$ cat src/rtl/serial_slave_port_if.sv
// Serial slave port bundle: bit-serial bus side plus the local memory side.
// Ports: mwdata/mmode/mvalid (bus in), srdata/svalid/sready (bus out),
//        mem_addr/mem_wdata/mem_wen (memory out), mem_rdata (memory in).
interface serial_slave_port_if #(
  parameter int ADDR_WIDTH = 12,
  parameter int DATA_WIDTH = 8
);
  logic                  mwdata;
  logic                  mmode;
  logic                  mvalid;
  logic                  srdata;
  logic                  svalid;
  logic                  sready;
  logic [ADDR_WIDTH-1:0] mem_addr;
  logic [DATA_WIDTH-1:0] mem_wdata;
  logic                  mem_wen;
  logic [DATA_WIDTH-1:0] mem_rdata;

  // The port itself.
  modport slave (
    input  mwdata, mmode, mvalid, mem_rdata,
    output srdata, svalid, sready, mem_addr, mem_wdata, mem_wen
  );

  // Bus master plus local memory, i.e. everything around the port.
  modport master (
    output mwdata, mmode, mvalid, mem_rdata,
    input  srdata, svalid, sready, mem_addr, mem_wdata, mem_wen
  );
endinterface

$ cat src/rtl/serial_slave_port.sv
// Serial slave port: receives a bit-serial address (and write data, LSB first)
// and performs one local memory write, or a read whose word is shifted back out.
// Ports: clk, rstn (sync, active-low), bus (serial_slave_port_if.slave).
module serial_slave_port #(
  parameter int ADDR_WIDTH  = 12,
  parameter int DATA_WIDTH  = 8,
  parameter int MEM_LATENCY = 2
) (
  input  logic                clk,
  input  logic                rstn,
  serial_slave_port_if.slave  bus
);

  localparam int MAX_W = (ADDR_WIDTH > DATA_WIDTH) ? ADDR_WIDTH : DATA_WIDTH;
  localparam int CNT_W = $clog2(MAX_W + 1);

  localparam logic [CNT_W-1:0] CNT_ONE   = CNT_W'(1);
  localparam logic [CNT_W-1:0] ADDR_LAST = CNT_W'(ADDR_WIDTH - 1);
  localparam logic [CNT_W-1:0] DATA_LAST = CNT_W'(DATA_WIDTH - 1);
  // MEM_LATENCY <= 4 always fits: CNT_W >= 2 for the smallest widths.
  localparam logic [CNT_W-1:0] LAT_LAST  = CNT_W'(MEM_LATENCY - 1);

  localparam logic [2:0] IDLE  = 3'd0;
  localparam logic [2:0] ADDR  = 3'd1;
  localparam logic [2:0] WDATA = 3'd2;
  localparam logic [2:0] WRITE = 3'd3;
  localparam logic [2:0] RWAIT = 3'd4;
  localparam logic [2:0] RSEND = 3'd5;

  logic [2:0]            state_q,     state_d;
  logic [CNT_W-1:0]      cnt_q,       cnt_d;
  logic                  mode_q,      mode_d;
  logic [ADDR_WIDTH-1:0] addr_sr_q,   addr_sr_d;
  logic [DATA_WIDTH-1:0] wdata_sr_q,  wdata_sr_d;
  logic [DATA_WIDTH-1:0] rdata_sr_q,  rdata_sr_d;
  logic                  srdata_q,    srdata_d;
  logic                  svalid_q,    svalid_d;
  logic                  sready_q,    sready_d;
  logic [ADDR_WIDTH-1:0] mem_addr_q,  mem_addr_d;
  logic [DATA_WIDTH-1:0] mem_wdata_q, mem_wdata_d;
  logic                  mem_wen_q,   mem_wen_d;

  // Incoming bits enter at the MSB and shift down, so after the final bit
  // the first (LSB) bit has landed in position 0.
  logic [ADDR_WIDTH-1:0] addr_shift;
  logic [DATA_WIDTH-1:0] wdata_shift;
  assign addr_shift  = {bus.mwdata, addr_sr_q[ADDR_WIDTH-1:1]};
  assign wdata_shift = {bus.mwdata, wdata_sr_q[DATA_WIDTH-1:1]};

  always_comb begin
    state_d     = state_q;
    cnt_d       = cnt_q;
    mode_d      = mode_q;
    addr_sr_d   = addr_sr_q;
    wdata_sr_d  = wdata_sr_q;
    rdata_sr_d  = rdata_sr_q;
    srdata_d    = srdata_q;
    svalid_d    = svalid_q;
    mem_addr_d  = mem_addr_q;
    mem_wdata_d = mem_wdata_q;
    mem_wen_d   = 1'b0;

    case (state_q)
      IDLE: begin
        if (bus.mvalid) begin
          addr_sr_d = addr_shift;
          mode_d    = bus.mmode;
          cnt_d     = CNT_ONE;
          state_d   = ADDR;
        end
      end

      ADDR: begin
        if (bus.mvalid) begin
          addr_sr_d = addr_shift;
          if (cnt_q == ADDR_LAST) begin
            mem_addr_d = addr_shift;
            cnt_d      = '0;
            state_d    = mode_q ? WDATA : RWAIT;
          end else begin
            cnt_d = cnt_q + CNT_ONE;
          end
        end
      end

      WDATA: begin
        if (bus.mvalid) begin
          wdata_sr_d = wdata_shift;
          if (cnt_q == DATA_LAST) begin
            mem_wdata_d = wdata_shift;
            mem_wen_d   = 1'b1;
            cnt_d       = '0;
            state_d     = WRITE;
          end else begin
            cnt_d = cnt_q + CNT_ONE;
          end
        end
      end

      WRITE: begin
        // mem_wen_q is high for this single cycle; it drops by default.
        state_d = IDLE;
      end

      RWAIT: begin
        // Counts cycles unconditionally; mvalid has no meaning here.
        if (cnt_q == LAT_LAST) begin
          // Bit 0 goes straight to srdata; the rest waits in the shifter.
          srdata_d   = bus.mem_rdata[0];
          rdata_sr_d = bus.mem_rdata >> 1;
          svalid_d   = 1'b1;
          cnt_d      = '0;
          state_d    = RSEND;
        end else begin
          cnt_d = cnt_q + CNT_ONE;
        end
      end

      RSEND: begin
        if (cnt_q == DATA_LAST) begin
          srdata_d = 1'b0;
          svalid_d = 1'b0;
          cnt_d    = '0;
          state_d  = IDLE;
        end else begin
          srdata_d   = rdata_sr_q[0];
          rdata_sr_d = rdata_sr_q >> 1;
          cnt_d      = cnt_q + CNT_ONE;
        end
      end

      default: begin
        cnt_d    = '0;
        svalid_d = 1'b0;
        srdata_d = 1'b0;
        state_d  = IDLE;
      end
    endcase

    sready_d = (state_d == IDLE);
  end

  always_ff @(posedge clk) begin
    if (!rstn) begin
      state_q     <= IDLE;
      cnt_q       <= '0;
      mode_q      <= 1'b0;
      addr_sr_q   <= '0;
      wdata_sr_q  <= '0;
      rdata_sr_q  <= '0;
      srdata_q    <= 1'b0;
      svalid_q    <= 1'b0;
      sready_q    <= 1'b1;
      mem_addr_q  <= '0;
      mem_wdata_q <= '0;
      mem_wen_q   <= 1'b0;
    end else begin
      state_q     <= state_d;
      cnt_q       <= cnt_d;
      mode_q      <= mode_d;
      addr_sr_q   <= addr_sr_d;
      wdata_sr_q  <= wdata_sr_d;
      rdata_sr_q  <= rdata_sr_d;
      srdata_q    <= srdata_d;
      svalid_q    <= svalid_d;
      sready_q    <= sready_d;
      mem_addr_q  <= mem_addr_d;
      mem_wdata_q <= mem_wdata_d;
      mem_wen_q   <= mem_wen_d;
    end
  end

  assign bus.srdata    = srdata_q;
  assign bus.svalid    = svalid_q;
  assign bus.sready    = sready_q;
  assign bus.mem_addr  = mem_addr_q;
  assign bus.mem_wdata = mem_wdata_q;
  assign bus.mem_wen   = mem_wen_q;

endmodule

$ cat src/flat_wrapper.sv
// flat-port wrapper written by rule: the top's interface ports become plain ports
module serial_slave_port_flat 
#(
  parameter int ADDR_WIDTH  = 12,
  parameter int DATA_WIDTH  = 8,
  parameter int MEM_LATENCY = 2
)
  (clk, rstn, bus_mwdata, bus_mmode, bus_mvalid, bus_mem_rdata, bus_srdata, bus_svalid, bus_sready, bus_mem_addr, bus_mem_wdata, bus_mem_wen);
  serial_slave_port_if #(.ADDR_WIDTH(ADDR_WIDTH), .DATA_WIDTH(DATA_WIDTH)) bus_i ();
  input  logic clk;
  input  logic rstn;
  input wire logic [$bits(bus_i.mwdata)-1:0] bus_mwdata;
  input wire logic [$bits(bus_i.mmode)-1:0] bus_mmode;
  input wire logic [$bits(bus_i.mvalid)-1:0] bus_mvalid;
  input wire logic [$bits(bus_i.mem_rdata)-1:0] bus_mem_rdata;
  output wire logic [$bits(bus_i.srdata)-1:0] bus_srdata;
  output wire logic [$bits(bus_i.svalid)-1:0] bus_svalid;
  output wire logic [$bits(bus_i.sready)-1:0] bus_sready;
  output wire logic [$bits(bus_i.mem_addr)-1:0] bus_mem_addr;
  output wire logic [$bits(bus_i.mem_wdata)-1:0] bus_mem_wdata;
  output wire logic [$bits(bus_i.mem_wen)-1:0] bus_mem_wen;
  assign bus_i.mwdata = bus_mwdata;
  assign bus_i.mmode = bus_mmode;
  assign bus_i.mvalid = bus_mvalid;
  assign bus_i.mem_rdata = bus_mem_rdata;
  assign bus_srdata = bus_i.srdata;
  assign bus_svalid = bus_i.svalid;
  assign bus_sready = bus_i.sready;
  assign bus_mem_addr = bus_i.mem_addr;
  assign bus_mem_wdata = bus_i.mem_wdata;
  assign bus_mem_wen = bus_i.mem_wen;
  serial_slave_port #(.ADDR_WIDTH(ADDR_WIDTH), .DATA_WIDTH(DATA_WIDTH), .MEM_LATENCY(MEM_LATENCY)) u_core (.clk(clk), .rstn(rstn), .bus(bus_i));
endmodule
$ cat config.mk
export PLATFORM = sky130hd
export DESIGN_NAME = serial_slave_port_flat
export DESIGN_NICKNAME = d
export VERILOG_FILES = /design/src/rtl/serial_slave_port_if.sv /design/src/rtl/serial_slave_port.sv /design/src/flat_wrapper.sv
export SDC_FILE = /design/constraint.sdc
export NUM_CORES = 1
export LEC_CHECK = 0
export BUFFER_PORTS_ARGS = -buffer_cell sky130_fd_sc_hd__buf_2
export CORE_MARGIN = 3
export CORE_UTILIZATION = 50
export DETAILED_ROUTE_END_ITERATION = 10
export PLACE_DENSITY = 0.71
export SLEW_MARGIN = 20
export SYNTH_ARGS = -nofsm -noshare
export SYNTH_HDL_FRONTEND = slang
export SYNTH_SLANG_ARGS = --single-unit
$ cat constraint.sdc
create_clock -name clk -period 2.95 [get_ports clk]
set_input_delay 0.295 -clock clk [delete_from_list [all_inputs] [get_ports clk]]
set_output_delay 0.295 -clock clk [all_outputs]
set_load 0.03 [all_outputs]
==> summary.md <==
| Metric | Value |
|---|---|
| Hold_ws | `0.1973 ns` |
| Non-Filler Instances | `383` |
| Area growth from synthesis to layout | `15.30%` |
| Design Area, Final | `2980 sq um` |
| Dpl hpwl | `3277 um` |
| Std cell rows | `25` |
| Core footprint | `4848 sq um` |
| TritonRoute pass-1 iters | `4` |
| Post-Syn Area | `2585 sq um` |
| Die ar. | `6068 sq um` |
| Unique masters post-synth | `48` |
| RSZ-0062 raised after global routing | `false` |
| Ant diodes | `0` |
| Fraction of layout instances using a drive strength above 1 | `22.47%` |
| Outcome | `complete, no violations` |
| Max-Cap Viols | `0` |
| Vias | `2034` |
| Commonest cells after routing, fill and taps aside | `57 x dfxtp_1, 36 x nor2_1, 36 x buf_2` |
| TritonCTS clock tree | `yes` |
| Max-Slew Margin vs Limit | `37.14%` |
| Period utilization | `77.51%` |
| Tot GR Track Use | `17.75%` |
| Avg Inst Size Synth | `9.232 sq um` |
| Initial antenna violation count | `0` |
| Clk_lat worst skew | `0.34 ns` |
| Main flop type after synthesis | `dfxtp_1` |
| Clock Skew | `0.005449 ns` |
| Hold Path Class | `in -> reg` |
| CTS Buf Count | `9` |
| Root buffer cell | `clkbuf_8` |
| Power per cell area | `557.8 nW/um^2` |
| Drt wl/cell | `13.31 um` |
| Number of port buffers | `36` |
| Pre-CTS WS | `0.6908 ns` |
| Endpoints failing hold | `0` |
| Vias in the first global route | `1842` |
| Post-CTS setup buffers | `0` |
| Min cycle time layout | `2.287 ns` |
| Gp weighted congestion | `0.8279` |
| H-Tree Depth | `3` |
| Total gr overflow | `0` |
| DIE WIDTH | `77.90 um` |
| Starting Density | `53.32%` |
| CP startpoint kind | `register` |
| Placement Cell Area | `2758 sq um` |
| Final net count | `326` |
| Post-synth ARST share | `0%` |
| DR vias/cell | `5.311` |
| Critical Path RT | `3.17 ns` |
| Largest net degree at the start of global routing | `36` |
| Core Util, Final | `61.47%` |
| Clock Sinks | `57` |
| Yosys reg bits | `57` |
| I/O pin count | `37` |
| # fillers | `419` |
| Inst Count DP | `367` |
| Overall Power | `1.662 mW` |
| Final Max Tran Viols | `0` |
| FF+latch area | `1141 sq um` |
| Multi-input logic area | `1282 sq um` |
| First-pass GRT wire length | `8576 um` |
| Cells resized by post-CTS repair | `0` |
| Worst Path Max Fanout | `18` |
| WS Path Type | `reg -> reg` |
| Die Ht | `77.90 um` |
| Setup TNS | `0 ns` |
| Worst slew pin tran | `0.9371 ns` |
| VDD IR max | `0.4080 mV` |
| Sequential area share after synthesis | `44.14%` |
| Clock buffer depth | `2` |
| First-iteration detailed-routing DRC count | `143` |
| Post-synth EDFFs | `0` |
| CTS hold repair buffers | `0` |
| Synth Instances | `280` |
| Syn nets | `295` |
| Routed Antenna Nets | `0` |
| Final setup fails | `0` |
| Lkg Pwr | `1.185 nW` |
| Final WS setup | `0.6634 ns` |
| Warnings from Yosys | `0` |
| Drt drc | `0` |
| DRT Wirelength | `5099 um` |
| Worst endpoint data arrival time | `2.51 ns` |
| Fmax | `0.4373 GHz` |
| CTS clock-pin slew for the worst setup and hold paths | `0.07 ns` |
| Commonest non-fill, non-tap cell in the layout | `dfxtp_1` |
| CP Capture Type | `register` |
==> metal layers <==
layer  part of all wire [%]  vias to the layer above  global-route usage, %
li1                       -                     1036                      -
met1                     48                      935                  23.55
met2                     44                       57                  25.77
met3                    6.1                        6                  5.452
met4                    1.4                        0                  9.266
met5                      0                        -                      0
==> critical path: stages (launching register included) <==
cell and delay (ns):
dfxtp_1 0.72, and4bb_1 0.55, and4b_1 0.58, mux2i_1 0.26
nor2_1 0.06
==> final timing paths <==
kind                                      startpoint                       to  slack [ns]  cells after the start
worst max register to register     u_core.state_q[1]  u_core.bus.mem_wdata[2]        0.66                      4
worst min-delay path                       bus_mmode            u_core.mode_q        0.20                      3
worst min register to register  u_core.rdata_sr_q[1]     u_core.rdata_sr_q[1]        0.46                      2
worst max-delay path               u_core.state_q[1]  u_core.bus.mem_wdata[2]        0.66                      4
==> cell families (layout without fill, tap and decap cells) <==
| group | count (synthesis) | in the layout | share of synthesized area [%] |
|---|---|---|---|
| xor+xnor | 1 | 1 | 0.3389 |
| simple gates | 96 | 96 | 19.12 |
| buf+inv | 32 | 68 | 6.437 |
| flops | 57 | 57 | 44.14 |
| compound gates | 58 | 58 | 15.54 |
| mux | 34 | 34 | 13.46 |
| fa+ha+maj | 2 | 2 | 0.9679 |
==> registers in the layout (all words and copies together), names as in the netlist <==
name	cells
u_core.addr_sr_q	11
u_core.bus.mem_addr	12
u_core.bus.srdata	1
u_core.rdata_sr_q	7
u_core.bus.sready	1
u_core.cnt_q	4
u_core.wdata_sr_q	7
u_core.state_q	3
u_core.bus.mem_wdata	8
u_core.mode_q	1
u_core.bus.svalid	1
u_core.bus.mem_wen	1
==> synth_stat cells, types with 2 or more instances <==
cell type / instances / area, sq um
a211o_1: 2 / 17.52
mux2i_1: 28 / 280.3
inv_1: 11 / 41.29
o21a_1: 4 / 30.03
nand3_1: 2 / 10.01
a21boi_0: 2 / 15.01
a211oi_1: 13 / 97.59
nor3b_1: 3 / 22.52
o31ai_1: 2 / 15.01
buf_4: 3 / 22.52
clkbuf_1: 9 / 33.78
nor2_1: 36 / 135.1
nor2b_1: 4 / 25.02
ha_1: 2 / 25.02
nand3b_1: 2 / 15.01
dfxtp_1: 57 / 1141
mux2_2: 6 / 67.56
nand2_1: 32 / 120.1
a221o_1: 2 / 20.02
nand3b_4: 2 / 40.04
buf_6: 4 / 45.04
o21ai_1: 2 / 10.01
a21oi_1: 16 / 80.08
o21ai_0: 5 / 25.02
nor3_1: 5 / 25.02
buf_2: 4 / 20.02
==> where the power goes <==
group	internal [mW]	switching [mW]
sequential	0.775	0.00763
combinational	0.0281	0.0472
clock	0.475	0.330
total	1.28	0.385
==> final cells by class <==
cell class              count  share of cell area (%)
well taps                  67                   2.813
repair buffers             40                   7.053
clock inverters             7                   3.149
flip-flops and latches     57                   38.29
inverters                  12                   1.511
multi-input cells         191                   43.03
clock buffers               9                   4.156
No activity file was read; power rests on OpenSTA's default activity.
